$ cat config.mk
export PLATFORM = sky130hd
export DESIGN_NAME = onewire_nvregfile
export DESIGN_NICKNAME = d
export VERILOG_FILES = /design/src/rtl/onewire_nvregfile.sv
export SDC_FILE = /design/constraint.sdc
export NUM_CORES = 1
export LEC_CHECK = 0
export CORE_UTILIZATION = 50
export DETAILED_ROUTE_END_ITERATION = 10
export PLACE_DENSITY = 0.73
export SYNTH_ARGS = -nofsm -noshare
export SYNTH_HDL_FRONTEND = slang
export SYNTH_SLANG_ARGS = --single-unit
$ cat constraint.sdc
create_clock -name clk_2m4 -period 6.8 [get_ports clk_2m4]
set_clock_uncertainty 0.2 [all_clocks]
set_input_delay 2.04 -clock clk_2m4 [delete_from_list [all_inputs] [get_ports clk_2m4]]
set_output_delay 2.04 -clock clk_2m4 [all_outputs]
set_load 0.05 [all_outputs]
$ cat src/rtl/onewire_nvregfile.sv
// onewire_nvregfile: NREG EEPROM-backed user bytes (TH, TL, CFG, ...) for the
// 1-wire slave. Sequences CopyScratchpad / Recall EEPROM against an external
// EEPROM macro and keeps a serial Dallas CRC8 of the register bytes up to date.
module onewire_nvregfile #(
   parameter int NREG    = 3,
   parameter int AW      = 4,
   parameter int EE_WAIT = 24000
) (
   input  logic                clk_2m4,
   input  logic                owpo_rst,
   input  logic [NREG-1:0]     owam_reg_we,
   input  logic [7:0]          owam_databus,
   input  logic                owam_copyreg,
   input  logic                owam_recall,
   output logic [8*NREG-1:0]   owam_regs,
   output logic                owam_busy,
   output logic                owam_crok,
   output logic                owam_reok,
   output logic [7:0]          owam_crc,
   output logic                owam_crc_vld,
   output logic [AW-1:0]       ee_addr,
   output logic [7:0]          ee_wdata,
   output logic                ee_we,
   output logic                ee_re,
   input  logic [7:0]          ee_rdata
);

   localparam int NBITS = 8 * NREG;
   localparam int IW    = (NREG > 1) ? $clog2(NREG) : 1;
   localparam int WW    = (EE_WAIT > 1) ? $clog2(EE_WAIT + 1) : 1;
   localparam int CW    = $clog2(NBITS + 1);

   typedef enum logic [2:0] {
      S_IDLE,
      S_CP_WR,
      S_CP_WAIT,
      S_RC_RD,
      S_RC_CAP,
      S_DONE
   } state_t;

   state_t                  state_q, state_d;
   logic [IW-1:0]           idx_q, idx_d;
   logic [WW-1:0]           wait_q, wait_d;
   logic                    copy_q, copy_d;     // operation kind, selects crok vs reok in DONE
   logic [NREG-1:0][7:0]    regs_q, regs_d;
   logic                    cap;                // recall capture of byte idx this cycle
   logic                    chg;                // register contents change at this edge

   // CRC engine state: sh_q is a snapshot of the bytes shifted out LSB first
   logic [NBITS-1:0]        sh_q, sh_d;
   logic [CW-1:0]           cnt_q, cnt_d;
   logic [7:0]              acc_q, acc_d;
   logic [7:0]              crc_q, crc_d;
   logic                    run_q, run_d;
   logic                    vld_q, vld_d;
   logic                    fb;

   // Sequencer state register
   always_ff @(posedge clk_2m4 or posedge owpo_rst) begin
      if (owpo_rst) begin
         state_q <= S_IDLE;
         idx_q   <= '0;
         wait_q  <= '0;
         copy_q  <= 1'b0;
      end else begin
         state_q <= state_d;
         idx_q   <= idx_d;
         wait_q  <= wait_d;
         copy_q  <= copy_d;
      end
   end

   // Sequencer next state and strobes; requests outside IDLE are dropped
   always_comb begin
      state_d   = state_q;
      idx_d     = idx_q;
      wait_d    = wait_q;
      copy_d    = copy_q;
      ee_we     = 1'b0;
      ee_re     = 1'b0;
      owam_crok = 1'b0;
      owam_reok = 1'b0;
      cap       = 1'b0;
      case (state_q)
         S_IDLE: begin
            // copy has priority over a simultaneous recall
            if (owam_copyreg) begin
               state_d = S_CP_WR;
               idx_d   = '0;
               copy_d  = 1'b1;
            end else if (owam_recall) begin
               state_d = S_RC_RD;
               idx_d   = '0;
               copy_d  = 1'b0;
            end
         end
         S_CP_WR: begin
            ee_we   = 1'b1;
            wait_d  = '0;
            state_d = S_CP_WAIT;
         end
         S_CP_WAIT: begin
            if (wait_q == WW'(EE_WAIT - 1)) begin
               if (idx_q == IW'(NREG - 1)) begin
                  state_d = S_DONE;
               end else begin
                  idx_d   = idx_q + IW'(1);
                  state_d = S_CP_WR;
               end
            end else begin
               wait_d = wait_q + WW'(1);
            end
         end
         S_RC_RD: begin
            ee_re   = 1'b1;
            state_d = S_RC_CAP;
         end
         S_RC_CAP: begin
            cap = 1'b1;
            if (idx_q == IW'(NREG - 1)) begin
               state_d = S_DONE;
            end else begin
               idx_d   = idx_q + IW'(1);
               state_d = S_RC_RD;
            end
         end
         S_DONE: begin
            owam_crok = copy_q;
            owam_reok = ~copy_q;
            state_d   = S_IDLE;
         end
         default: state_d = S_IDLE;
      endcase
   end

   assign owam_busy = (state_q != S_IDLE);
   assign ee_addr   = AW'(idx_q);
   assign ee_wdata  = regs_q[idx_q];
   assign owam_regs = regs_q;

   // Register byte next state: recall capture, or adapter writes while idle
   always_comb begin
      regs_d = regs_q;
      chg    = 1'b0;
      if (cap) begin
         regs_d[idx_q] = ee_rdata;
         chg           = 1'b1;
      end else if (state_q == S_IDLE) begin
         for (int k = 0; k < NREG; k++) begin
            if (owam_reg_we[k]) begin
               regs_d[k] = owam_databus;
               chg       = 1'b1;
            end
         end
      end
   end

   // Register byte storage
   always_ff @(posedge clk_2m4 or posedge owpo_rst) begin
      if (owpo_rst) regs_q <= '0;
      else          regs_q <= regs_d;
   end

   assign fb = acc_q[0] ^ sh_q[0];

   // CRC engine: one bit per cycle, restart on any register change, one extra
   // cycle at the end of a pass to publish the result
   always_comb begin
      sh_d  = sh_q;
      cnt_d = cnt_q;
      acc_d = acc_q;
      crc_d = crc_q;
      run_d = run_q;
      vld_d = vld_q;
      if (chg) begin
         sh_d  = regs_d;
         cnt_d = '0;
         acc_d = '0;
         run_d = 1'b1;
         vld_d = 1'b0;
      end else if (run_q) begin
         if (cnt_q == CW'(NBITS)) begin
            crc_d = acc_q;
            vld_d = 1'b1;
            run_d = 1'b0;
         end else begin
            acc_d = (acc_q >> 1) ^ (fb ? 8'h8C : 8'h00);
            sh_d  = sh_q >> 1;
            cnt_d = cnt_q + CW'(1);
         end
      end
   end

   // CRC engine state; comes out of reset already running over all-zero bytes
   always_ff @(posedge clk_2m4 or posedge owpo_rst) begin
      if (owpo_rst) begin
         sh_q  <= '0;
         cnt_q <= '0;
         acc_q <= '0;
         crc_q <= '0;
         run_q <= 1'b1;
         vld_q <= 1'b0;
      end else begin
         sh_q  <= sh_d;
         cnt_q <= cnt_d;
         acc_q <= acc_d;
         crc_q <= crc_d;
         run_q <= run_d;
         vld_q <= vld_d;
      end
   end

   assign owam_crc     = crc_q;
   assign owam_crc_vld = vld_q;

endmodule

=== Word level (Yosys, flattened, before mapping) ===
Index checks and enable logic that the tools add are counted.

* Mux-type cells: 51
* Equality and inequality tests: 12
* Bitwise logic cells: 4
* $add $sub $neg: 3
* $lt $le $gt $ge: 2
* Reductions and logical operators: 15

{| class="wikitable"
|+ Operators with widths
! operator !! count
|-
| 24-bit two-way mux || 5
|-
| 8-bit two-way mux || 9
|-
| 15-bit case mux with 2 select lines || 1
|-
| 24-bit bitwise mux || 1
|-
| 1-bit two-way mux || 18
|-
| 8-bit binary-select mux with 2-bit select || 1
|-
| 8-bit demux with 2-bit select || 1
|-
| 15-bit by 1-bit adder with 15-bit output (second input constant) || 1
|-
| 15-bit == test (second input constant) || 1
|-
| 15-bit two-way mux || 1
|-
| 3-bit two-way mux || 5
|-
| 5-bit two-way mux || 3
|-
| 3-bit case mux with 5 select lines || 1
|-
| 2-bit AND reduction || 5
|-
| 2-bit two-way mux || 4
|-
| 2-bit nonzero test || 4
|-
| 7-bit by 8-bit bitwise XOR with 8-bit output || 1
|-
| 3-bit by 2-bit == test with 1-bit output (second input constant) || 2
|-
| 3-bit == test (second input constant) || 2
|-
| 2-bit != test (second input constant) || 3
|-
| 2-bit case mux with 3 select lines || 1
|-
| 3-bit AND reduction || 2
|-
| 3-bit nonzero test || 2
|-
| 5-bit by 1-bit adder with 5-bit output (second input constant) || 1
|-
| other kinds (11) || 12
|}

* Bits of input ports: 23
* Output and inout port bits: 50
* Register bits: 92
* Logic and storage cells: 100

=== Logic depth before layout (Yosys ltp) ===
* Depth after elaboration: 7
* Gate-level depth with buffers: 9
* Gate-level depth less buffers: 7

=== Worst setup path before layout ===
No wires, ideal clock.

* Path kind: register to output
* Start: register idx_q[1]
* End: output port ee_wdata[6]
* Arrival: 2.352 ns
* Buffers on the path: 1
* Cell stages (with the launch flop): 4
* Required time: 4.560 ns
* Slack: 2.208 ns
* Cells stage by stage: dfrtp_1 buf_1 mux2i_1 o21ai_0

* Longest elaborated chain between the ends: 2

{| class="wikitable"
|+ Ends and longest elaborated chain
! what !! line !! source
|-
| start: declaration || 43 || <nowiki>logic [IW-1:0] idx_q, idx_d;</nowiki>
|-
| start signal: assignment || 68 || <nowiki>idx_q <= idx_d;</nowiki>
|-
| 8-bit binary-select mux with 2-bit select || 139 || <nowiki>assign ee_wdata = regs_q[idx_q];</nowiki>
|-
| 8-bit two-way mux (not written as such) || 139 ||
|-
| end: declaration || 22 || <nowiki>output logic [7:0] ee_wdata,</nowiki>
|}

Every way passes these cells. The select of a mux whose other input is x is not followed.

=== Worst setup path after layout ===
* Start: register idx_q[0]
* End: output port ee_wdata[5]

The elaborated chain is that of the path after synthesis.

==> flow_summary.ini <==
[synth]
main_combinational_cell_family_by_area_after_synthesis = compound AO/OA/AOI/OAI gates
yosys_warnings = 0
synth_simple_gate_area_share = 0.196
yosys.area_share.xor_xnor = 0.0118
synth_top_flop_cell = dfrtp_1
synth_compound_gate_area_share = 0.230
synth.area.mux_share = 0.0464
synth_async_sr_flop_share = 1.00
average_cell_area_after_synthesis_um2 = 8.70
synthesized_netlist_cell_count = 595
yosys_register_bits = 92
netlist-cell-type-count = 62
synth-edff-count = 0
synthesized_area_fraction_occupied_by_adder_cells = 0.0145
syn_area_um2 = 5180
synth.yosys.seq_area_share = 0.445

[detailed_routing]
route.detailed.wl_per_inst_um = 17.9
drt_pre_antenna_iters = 6
dr_total_vias = 4533
ant_nets = 0
drtIter0Drc = 396
drt_wl_total_mm = 13.8
vias_per_cell = 5.86
drc_errors = 0

[worst_setup_path]
worstSetupPathDepth = 5
timing.critical_path.fanout_max = 13
worstPathArrival_ns = 2.69
r2r.worst_path.cells = 5
worst-setup-path-type = reg2out
cp_num_buf_inv = 2
regToRegEndpoint = sh_q[23]$_DFFE_PP0P_
crit_required_ns = 4.56
crit_start = idx_q[0]$_DFFE_PP0P_
cp_slowest_cell = clkdlybuf4s50_1
cp_startpoint_kind = flop
path_cells = inv_1 -> nor2_1 -> nand2_1 -> o21ai_0 -> clkdlybuf4s50_1
endpoint = ee_wdata[5]
worst_path_max_stage_delay_ns = 0.84
worst_reg2reg_path_startpoint = state_q[1]$_DFFE_PP0P_
r2r_setup_slack_ns = 3.97
cell_family_with_the_largest_share_of_critical_path_delay = buffers and inverters
crit_path_end_kind = output pin

[global_route]
grt_pass1_vias = 4310
grt.overflow.total = 0
grtUsageTotal = 0.271
global_route_wire_length_before_repair_mm = 22.8
largest_net_degree_at_the_start_of_global_routing = 62
antenna_violations_before_repair = 0

[place]
place.port_buffers = 70
numPlacedInstances = 757
hpwl_reported_at_the_end_of_detailed_placement_mm = 9.52
gp_routability_congestion = 0.862

[clock_network]
cts_tree = built
ctsLongestPathBuffers = 2
clk_transition_reported_paths_ns = 0.09
cts_inserted_buffers = 9
cts_post_setup_buffers_inserted = 0
clockRootBuffer = clkbuf_8
clkLatencyLatePin_ns = 0.39
htree_levels = 3
post_cts_resize_count = 0
clock_sinks = 92
post_cts_hold_buffer_count = 0

[floorplan]
std_cell_rows = 36
floorplan.initialDensity = 0.523
io-pin-count = 73
die_height_um = 104
floorplan.core_area_um2 = 9910
dieArea_um2 = 10800
die_width_um = 104

[sta]
tightestPinTransition_ns = 1.15
final.setup.tns_ns = 0
number_of_failing_hold_endpoints_at_the_final_stage = 0
unrepaired_setup_endpoints_after_global_routing = false
max_freq_ghz = 0.203
final-max-slew-violation-count = 0
slew-limit-headroom = 0.234
fin_crit_sh = 0.726
post-route-min-period_ns = 4.93
setup_violations_final = 0

[hold_path]
holdPathStages = 1
hold_path_class = reg2reg

[power]
switching_share = 0.506
switching_power_mw = 1.54
p_int_mw = 1.51
pwr-share-seq = 0.316
worst_ir_drop_vdd_mv = 0.388
power_mw = 3.05
total_power_per_unit_cell_area_nw_per_um2 = 502
power.leakage_nw = 2.70
combPwrFrac = 0.559
clkPwrFrac = 0.125

[final_layout]
drive_gt1_frac = 0.0563
core_occupancy_in_the_finished_layout = 0.614
nets = 664
final_cell_count_no_fill = 773
final_common_cell = nand2_1
area_growth_syn_to_layout_pct = 17.4
final_cell_mix = 96 x nand2_1, 91 x dfrtp_1, 70 x clkdlybuf4s50_1, 61 x a21oi_1, 50 x nor2_1
antenna_cells = 0

[run]
cap_viol_max_count = 0

[status]
outcome = finished, final reports clean
==> per-stage QoR <==
stage	area (um^2)	setup slack [ns]	hold slack, ns
6_report	6080	1.87	0.311
5_1_grt	6080	1.70	0.335
4_1_cts	6080	1.88	0.309
3_5_place_dp	5880	2.18	0.293
3_3_place_gp	5880	2.24	0.276
2_1_floorplan	5180	2.17	0.261
==> worst register-to-register path, cell delays in order (launching register included) <==
cell and delay, ns:
dfrtp_1 0.61, nor2_2 0.96, a21boi_0 0.24, a311oi_1 0.31, a21oi_1 0.14, a22o_1 0.27
==> power by group through the flow <==
| stage | sequential [mW] | combinational (mW) | clock [mW] |
|---|---|---|---|
| finish | 0.965 | 1.71 | 0.381 |
| global route | 0.991 | 1.84 | 0.408 |
| global placement | 0.964 | 1.67 | 0 |
| CTS | 0.960 | 1.70 | 0.390 |
| detailed placement | 0.967 | 1.69 | 0 |
| floorplan | 1.15 | 0.985 | 0 |
==> final cells by class <==
| class | instances | area (um^2) |
|---|---|---|
| clock buffers | 12 | 145 |
| clock inverters | 4 | 51.3 |
| fillers | 858 | 3830 |
| inverters | 20 | 76.3 |
| multi-input cells | 437 | 2600 |
| flip-flops and latches | 92 | 2300 |
| well taps | 133 | 166 |
| repair buffers | 75 | 738 |
==> worst min-delay path by stage <==
stage / to / start / slack, ns
floorplan: copy_q$_DFFE_PP0P_ / copy_q$_DFFE_PP0P_ / 0.26
finish: wait_q[4]$_DFFE_PP0P_ / wait_q[4]$_DFFE_PP0P_ / 0.31
global route: sh_q[23]$_DFFE_PP0P_ / sh_q[23]$_DFFE_PP0P_ / 0.34
detailed placement: sh_q[23]$_DFFE_PP0P_ / sh_q[23]$_DFFE_PP0P_ / 0.29
global placement: copy_q$_DFFE_PP0P_ / copy_q$_DFFE_PP0P_ / 0.28
CTS: wait_q[4]$_DFFE_PP0P_ / wait_q[4]$_DFFE_PP0P_ / 0.31
==> cell usage after synthesis, types with 2 or more instances <==
cell	n	area (um^2)
nand2_1	96	360
dfrtp_1	91	2280
a21oi_1	61	305
nor2_1	50	188
clkbuf_1	29	109
o21ai_0	29	145
a21o_1	22	165
o22a_1	21	184
inv_1	20	75.1
nand3_1	20	100
a211oi_1	16	120
mux2i_1	12	120
buf_2	10	50.1
mux2_4	8	120
nor3_1	8	40.0
a221o_1	6	60.1
and2_1	6	37.5
ha_1	6	75.1
nand2b_1	6	37.5
xor2_1	6	52.6
o22ai_1	5	31.3
and3_1	3	18.8
and4_1	3	26.3
buf_1	3	11.3
buf_4	3	22.5
nand4_1	3	18.8
nor2_2	3	18.8
nor2b_1	3	18.8
nor4_1	3	18.8
or3b_1	3	26.3
a211o_1	2	17.5
a22oi_1	2	15.0
a31oi_1	2	12.5
nand4b_1	2	17.5
o211ai_1	2	15.0
o21bai_1	2	15.0
o31ai_1	2	15.0
or3_1	2	12.5
==> registers in the layout, indices dropped and copies added, names as in the netlist <==
register	flops
copy_q	1
state_q	3
wait_q	15
cnt_q	5
owam_regs	24
sh_q	24
acc_q	8
owam_crc	8
owam_crc_vld	1
run_q	1
idx_q	2
==> kinds of logic (layout without fill, tap and decap cells) <==
kind of cell,count (synthesis),count (layout)
buffers and inverters,67,111
AO/OA/AOI/OAI,183,183
XOR/XNOR,7,7
other,1,2
AND/OR/NAND/NOR,219,219
adder cells (fa/ha/maj),6,6
multiplexers,20,20
flip-flops,92,92
==> routing by layer <==
metal,track usage,vias to the layer above,part of all wire
met1,0.381,2147,0.45
met4,0.0796,0,0.023
met2,0.416,190,0.46
li1,-,2172,-
met3,0.0648,24,0.071
met5,0,-,0
Note: power is estimated with default switching activity, not from simulation.
